## src/rtl/sync_frame_tx.sv

```systemverilog
// Serial frame transmitter: sends sync 1,0,1,0, then the payload MSB first on a registered line.
// Optional even-parity trailer bit is compiled in when SYNC_FRAME_TX_PARITY_EN is defined.
module sync_frame_tx #(
    parameter int DATA_W = 8
) (
    input  logic              clk,
    input  logic              rst,
    input  logic [DATA_W-1:0] din,
    input  logic              din_valid,
    output logic              din_ready,
    output logic              x,
    output logic              busy,
    output logic              frame_done
);

    localparam int CNT_MAX = (DATA_W > 4) ? DATA_W : 4;
    localparam int CW      = $clog2(CNT_MAX);
    localparam logic [CW-1:0] CNT_ZERO  = CW'(32'd0);
    localparam logic [CW-1:0] CNT_ONE   = CW'(32'd1);
    localparam logic [CW-1:0] SYNC_LAST = CW'(32'd3);
    localparam logic [CW-1:0] DATA_LAST = CW'(DATA_W - 1);

`ifdef SYNC_FRAME_TX_PARITY_EN
    typedef enum logic [1:0] {IDLE = 2'd0, SYNC = 2'd1, DATA = 2'd2, PAR = 2'd3} state_t;

    function automatic logic even_parity(input logic [DATA_W-1:0] v);
        return ^v;
    endfunction
`else
    typedef enum logic [1:0] {IDLE = 2'd0, SYNC = 2'd1, DATA = 2'd2} state_t;
`endif

    state_t              state_q, state_d;
    logic [CW-1:0]       cnt_q, cnt_d;
    logic [DATA_W-1:0]   sh_q, sh_d;
    logic                x_q, x_d;
    logic                busy_q, busy_d;
    logic                done_q, done_d;
    logic                ready_q, ready_d;
    logic                accept_s;
    logic                frame_end_s;
`ifdef SYNC_FRAME_TX_PARITY_EN
    logic                par_q, par_d;
`endif

    // Reset holds ready low even though the registered flag already points at IDLE.
    assign din_ready  = ready_q & ~rst;
    assign accept_s   = din_valid & din_ready;
    assign x          = x_q;
    assign busy       = busy_q;
    assign frame_done = done_q;

    // Next-state, next-line-bit and shift-register update.
    always_comb begin
        state_d     = state_q;
        cnt_d       = cnt_q;
        sh_d        = sh_q;
        x_d         = 1'b0;
        frame_end_s = 1'b0;
`ifdef SYNC_FRAME_TX_PARITY_EN
        par_d       = par_q;
`endif
        case (state_q)
            IDLE: begin
                if (accept_s) begin
                    frame_end_s = 1'b1;
                end else begin
                    state_d = IDLE;
                end
            end
            SYNC: begin
                if (cnt_q == SYNC_LAST) begin
                    state_d = DATA;
                    cnt_d   = CNT_ZERO;
                    x_d     = sh_q[DATA_W-1];
                    sh_d    = {sh_q[DATA_W-2:0], 1'b0};
                end else begin
                    // Sync bit k is 1 for even k, so the next bit equals the current index LSB.
                    cnt_d = cnt_q + CNT_ONE;
                    x_d   = cnt_q[0];
                end
            end
            DATA: begin
                if (cnt_q == DATA_LAST) begin
`ifdef SYNC_FRAME_TX_PARITY_EN
                    state_d = PAR;
                    cnt_d   = CNT_ZERO;
                    x_d     = par_q;
`else
                    frame_end_s = 1'b1;
`endif
                end else begin
                    cnt_d = cnt_q + CNT_ONE;
                    x_d   = sh_q[DATA_W-1];
                    sh_d  = {sh_q[DATA_W-2:0], 1'b0};
                end
            end
`ifdef SYNC_FRAME_TX_PARITY_EN
            PAR: begin
                frame_end_s = 1'b1;
            end
`endif
            default: begin
                state_d = IDLE;
                cnt_d   = CNT_ZERO;
                sh_d    = {DATA_W{1'b0}};
            end
        endcase

        // Frame boundary: either load a new payload (zero-gap restart) or fall back to idle.
        if (frame_end_s) begin
            if (accept_s) begin
                state_d = SYNC;
                cnt_d   = CNT_ZERO;
                sh_d    = din;
                x_d     = 1'b1;
`ifdef SYNC_FRAME_TX_PARITY_EN
                par_d   = even_parity(din);
`endif
            end else begin
                state_d = IDLE;
                cnt_d   = CNT_ZERO;
                sh_d    = {DATA_W{1'b0}};
                x_d     = 1'b0;
`ifdef SYNC_FRAME_TX_PARITY_EN
                par_d   = 1'b0;
`endif
            end
        end else begin
            state_d = state_d;
        end
    end

    // Output flags are derived from the state the line will be in next cycle.
    always_comb begin
        busy_d = (state_d != IDLE);
`ifdef SYNC_FRAME_TX_PARITY_EN
        done_d = (state_d == PAR);
`else
        done_d = (state_d == DATA) && (cnt_d == DATA_LAST);
`endif
        ready_d = (state_d == IDLE) || done_d;
    end

    // State and output registers with synchronous reset.
    always_ff @(posedge clk) begin
        if (rst) begin
            state_q <= IDLE;
            cnt_q   <= CNT_ZERO;
            sh_q    <= {DATA_W{1'b0}};
            x_q     <= 1'b0;
            busy_q  <= 1'b0;
            done_q  <= 1'b0;
            ready_q <= 1'b1;
`ifdef SYNC_FRAME_TX_PARITY_EN
            par_q   <= 1'b0;
`endif
        end else begin
            state_q <= state_d;
            cnt_q   <= cnt_d;
            sh_q    <= sh_d;
            x_q     <= x_d;
            busy_q  <= busy_d;
            done_q  <= done_d;
            ready_q <= ready_d;
`ifdef SYNC_FRAME_TX_PARITY_EN
            par_q   <= par_d;
`endif
        end
    end

endmodule

```

## config.mk

```make
export PLATFORM = sky130hd
export DESIGN_NAME = sync_frame_tx
export DESIGN_NICKNAME = d
export VERILOG_FILES = /design/src/rtl/sync_frame_tx.sv
export SDC_FILE = /design/constraint.sdc
export NUM_CORES = 1
export LEC_CHECK = 0
export CORE_MARGIN = 2
export CORE_UTILIZATION = 39
export DETAILED_ROUTE_END_ITERATION = 7
export GPL_ROUTABILITY_DRIVEN = 0
export GPL_TIMING_DRIVEN = 0
export PLACE_DENSITY_LB_ADDON = 0.05
export SLEW_MARGIN = 0
export SYNTH_ARGS = -nofsm -noshare
export SYNTH_HDL_FRONTEND = slang
export SYNTH_SLANG_ARGS = --single-unit
```

## constraint.sdc

```tcl
create_clock -name clk -period 2 [get_ports clk]
set_input_delay 0.6 -clock clk [delete_from_list [all_inputs] [get_ports clk]]
set_output_delay 0.6 -clock clk [all_outputs]
set_load 0.01 [all_outputs]
```

==> qor.csv <==
stage,metric,value,unit
synth,"top cells by area, synth","dfxtp_1, nor2_1, ha_1",
clock_network,Max clock buf depth,2,
clock_network,clk_lat worst skew,0.29,ns
synth,Synth Net Count,121,
clock_network,Clock Pin Slew Worst Setup and Hold Paths,0.10,ns
place,pre-CTS WS,-0.369,ns
place,HPWL Detailed,1.47,mm
sta,clk_skew,0.000828,ns
finish,diode count,0,
floorplan,Rows,17,
finish,Final Instance Area,0.00115,mm2
synth,Synthesis Warnings,0,
clock_network,Num Clock Sinks,17,
sta,setup tns final,0,ns
pwr,Pwr Total,0.666,mW
place,"Cell Area, Placed",0.00109,mm2
flow_run,Max-cap violations,0,
sta,Setup-failing EPs final,0,
finish,Layout Nets,141,
floorplan,Die H,52.4,um
critical_path,Crit Path Class,flip-flop to flip-flop,
grt,largest net degree at the start of global routing,11,
synth,sequential area share after synthesis,0.373,
pwr,maximum vdd drop,0.348,mV
sta,Slew Limit Headroom,0.579,
floorplan,Core Region,0.00221,mm2
sta,final worst-path cycle share,0.939,
clock_network,Root Buffer,clkbuf_4,
finish,Syn-to-layout area delta,25.8,%
critical_path,arrival time at the worst endpoint,2.06,ns
floorplan,I/O pin count,15,
synth,"EDFF count, synth",0,
sta,post-layout minimum cycle time,1.88,ns
critical_path,Required @ worst endpoint,2.19,ns
route,number of vias per cell,5.46,
synth,Yosys reg bits,17,
synth,Post-synth ARST share,0,
sta,Worst Tran Pin Value,0.628,ns
sta,Hold WS,0.502,ns
sta,Final Hold Vio Count,0,
critical_path,Critical Path Fanout Max,10,
pwr,pwr dens,580,mW/mm2
place,Buffers on Ports,14,
clock_network,CTS tree,done,
grt,Total GRT Usage,0.173,
route,wire length per cell,13.3,um
sta,Slew Limit Fails,0,
clock_network,H-Tree Level Count,1,
sta,unrepaired setup endpoints after global routing,yes,
grt,vias in the first global route,822,
route,WL final,2.02,mm
grt,initial antenna violation count,0,
route,DRT antenna net count,0,
grt,global-route wire length before repair,3.57,mm
synth,largest area contributor in the netlist,dfxtp_1,
critical_path,Critical Path Source Type,flip-flop,
synth,cells after synthesis,105,
finish,Post-Layout Cell Count,152,
synth,mean post-synth cell area,8.69,um2
route,DR vias,830,
sta,Final WS setup,0.123,ns
floorplan,initial core utilization,0.412,
synth,synth cell count leaders,"dfxtp_1, nor2_1, nor3_1, a221oi_1, a21oi_1",
hold_path,hold depth,2,
synth,Cell variety after synth,32,
grt,grt ovf,0,
place,dpl cells,147,
synth,Main synth FF type,dfxtp_1,
synth,mapped cell area,912,um2
finish,layout cells sized above 1,0.202,
finish,Final Util,0.519,
status,outcome,"finished, final reports clean",
hold_path,worst hold path class,flip-flop to flip-flop,
synth,Yosys top cell area share,0.373,
route,# DRC,0,
route,Iteration-0 DRC Markers,14,
sta,fmax,533,MHz
critical_path,CP endpoint kind,flip-flop,
critical_path,FF-to-FF path depth,8,
floorplan,die area,0.00274,mm2
floorplan,Die Wd,52.4,um
route,drt pass-1 iters,2,
clock_network,CTS Buf Count,3,
pwr,P_leak,0.446,nW
area by class of cell:
type,instances,area [um2]
Clock buffer,3,22.5
Fill cell,213,1060
Sequential cell,17,340
Buffer,7,63.8
Timing Repair Buffer,15,145
Inverter,3,11.3
Multi-Input combinational cell,78,524
Clock inverter,1,5.00
Tap cell,28,35.0
metal layers:
layer  global-route usage  vias to the layer above  wire, um  share of wire
met1                0.225                      398       968           0.48
met4               0.0684                        0        27          0.013
met3               0.0314                        4        48          0.024
met5                    0                        -         0              0
met2                0.279                        9       972           0.48
li1                     -                      419         -              -
where the power goes:
group	switching, mW	leakage (nW)	total [mW]	internal, mW
Combinational	0.0557	0.289	0.113	0.0572
Clock	0.111	0.0177	0.186	0.0744
Sequential	0.0109	0.139	0.367	0.356
layout by cell type, fill, tap and decap left out:
master           netlist  layout
nand2_1                3       3
a31o_2                 1       1
nand4b_1               1       1
o21ai_0                5       5
or2b_2                 1       1
a21oi_1                6       6
mux2i_1                2       2
clkdlybuf4s50_1        0      12
a31oi_1                1       1
clkinv_2               0       1
clkbuf_8               1       1
and2_1                 1       1
dlymetal6s2s_1         0       1
nor2_2                 1       1
nor2b_1                3       3
and3_1                 2       2
o211ai_1               1       1
buf_2                  0       1
buf_4                  2       3
a221oi_1               7       3
ha_1                   5       4
dfxtp_1               17      17
o211a_2                0       1
ha_2                   0       1
nor2_1                17      17
nand3_1                2       2
or2_1                  1       1
a221oi_2               0       4
a22oi_1                2       2
buf_6                  2       2
a21oi_2                3       3
clkbuf_4               1       4
o2bb2ai_1              1       1
a211o_1                2       2
inv_1                  3       3
nor3_1                 8       8
o21ai_1                1       1
clkbuf_2               1       1
timing repair:
| item | CTS | global route |
|---|---|---|
| endpoints found under the hold margin | 0 | 0 |
| gates resized for setup | 4 | 7 |
| buffers inserted | 0 | 1 |
| setup endpoints to repair | 1 | 9 |
| pin swaps | 0 | 0 |
| hold buffers | 0 | 0 |
state kept, by name, indices dropped and copies added, names as in the netlist:
| name | flops |
|---|---|
| sh_q | 8 |
| cnt_q | 3 |
| state_q | 2 |
| busy | 1 |
| frame_done | 1 |
| ready_q | 1 |
| x | 1 |
cell families after synthesis:
group           synth area share
flops                      0.373
compound gates             0.243
buf+inv                   0.0823
mux                       0.0219
fa+ha+maj                 0.0686
simple gates               0.211
path summary, 6_finish.rpt:
check        slack (ns)  endpoint  startpoint
min reg2reg        0.50   sh_q[1]     sh_q[1]
max                0.12   sh_q[4]  state_q[0]
max reg2reg        0.12   sh_q[4]  state_q[0]
min                0.50   sh_q[1]     sh_q[1]
critical path, cell delays in order (launching register included):
cell and delay, ns:
dfxtp_1 0.34, inv_1 0.11, ha_1 0.21, clkbuf_8 0.17, nand3_1 0.14, and3_1 0.21
clkbuf_2 0.18, a221oi_1 0.32, nor3_1 0.08
Note: power is estimated with default switching activity, not from simulation.
==> RTL change: new RTL, same flow settings <==
The option `SYNC_FRAME_TX_PARITY_EN` is turned on by a define.
--- a/src/rtl/sync_frame_tx.sv
+++ b/src/rtl/sync_frame_tx.sv
@@ -1,4 +1,6 @@
 // Serial frame transmitter: sends sync 1,0,1,0, then the payload MSB first on a registered line.
 // Optional even-parity trailer bit is compiled in when SYNC_FRAME_TX_PARITY_EN is defined.
+`define SYNC_FRAME_TX_PARITY_EN
+
 module sync_frame_tx #(
     parameter int DATA_W = 8
Function: no difference found for any inputs over 10 cycles, from zero or initial values and one cycle with rst high; that may be too few to reach the edited logic, so the function may still have changed.
==> RTL change against the original RTL <==
Synthesized area grew 22%; final area grew 20%; sequential cell count grew 1; clock skew is essentially flat; sequential power grew 8.4%; combinational power grew 73%; non-clock buffer count is the same; total power grew 25%; routed wire length grew 18%; global-route usage shrank 1.0 points; setup slack gained 10 ps; largest cell class unchanged; largest power group unchanged.
==> RTL change: results (changes against the original RTL) <==
[outcome]
status = finished clean  ; unchanged

[cts]
postCtsSetupBuffers = 2  ; was 0
cts_resized = 9  ; was 4

[synth]
ys_types = 31  ; was 32
syn_avg_cell_area_um2 = 9.16  ; was 8.69 µm²
ys_top_cells_by_count = dfxtp_1 (18), inv_1 (16), ha_1 (11)  ; was dfxtp_1 (17), nor2_1 (17), nor3_1 (8)
syn_nets = 143  ; was 121

[placement]
hpwlAfterDp_mm = 1.73  ; was 1.47 mm
place_worst_setup_slack_ps = -464  ; was -369 ps
portBuffers = 13  ; was 14
place_area_um2 = 1280  ; was 1090 µm²

[layout]
nets = 164  ; was 141
fillers = 258  ; was 213
drive_gt1_share_pct = 20.6  ; was 20.2%

[timing]
tightest_slew_ps = 616  ; was 628 ps
hold-worst-slack_ps = 465  ; was 502 ps
fin_crit_ps = 1870  ; was 1880 ps

[worst_setup_path]
crit_path_end = frame_done$_SDFF_PP0_  ; was sh_q[4]$_SDFFE_PP0P_
worstPathArrival_ps = 2080  ; was 2060 ps
crit_start = state_q[1]$_SDFF_PP0_  ; was state_q[0]$_SDFF_PP0_
worst_path_largest_cell_delay_ps = 370  ; was 340 ps
slowest_stage = dfxtp_4  ; was dfxtp_1

[power_and_ir_drop]
p_per_area_nw_per_um2 = 604  ; was 580 nW/µm²
intPower_uw = 592  ; was 488 µW
pwr-share-comb_pct = 23.5  ; was 17.0%

[global_route]
grt_pass1_wl_mm = 4.08  ; was 3.57 mm
grt_use_total_pct = 16.2  ; was 17.3%
first_global_vias = 923  ; was 822
met2_usage_pct = 25.9  ; was 27.9%
grt_util_met3_pct = 2.49  ; was 3.14%

[min_path]
min_from = sh_q[3]$_SDFFE_PP0P_  ; was sh_q[1]$_SDFFE_PP0P_
hold_end = sh_q[3]$_SDFFE_PP0P_  ; was sh_q[1]$_SDFFE_PP0P_

[detailed_routing]
drtIter0Drc = 17  ; was 14
viasPerCell = 5.22  ; was 5.46

-- RTL change: worst reg2reg max path, stage by stage (launching register included) --
cell and delay (ps):
dfxtp_4 370, inv_2 90, ha_4 210, clkbuf_8 150, a21o_1 210, buf_4 200
a31oi_4 180, inv_1 60, ha_1 180, nor2b_1 120
-- RTL change: logic make-up after synthesis --
kind of cell | after synthesis | synth area share, %
AOI/OAI and AO/OA | 30 | 22.6
muxes | 3 | 2.71
buffers and inverters | 22 | 9.03
xor gates and xnor gates | 7 | 5.53
DFF | 18 | 32.5
adders and majority gates | 11 | 12.4
and+or+nand+nor | 30 | 15.2
-- RTL change: cell type report --
class	instances	area (µm²)	area share, %
Buffer	5	47.5	3.45
Multi-Input combinational cell	81	672	48.8
Inverter	16	60.1	4.36
Sequential cell	18	365	26.5
Tap cell	31	38.8	2.82
Clock buffer	4	36.3	2.63
Timing Repair Buffer	17	158	11.4
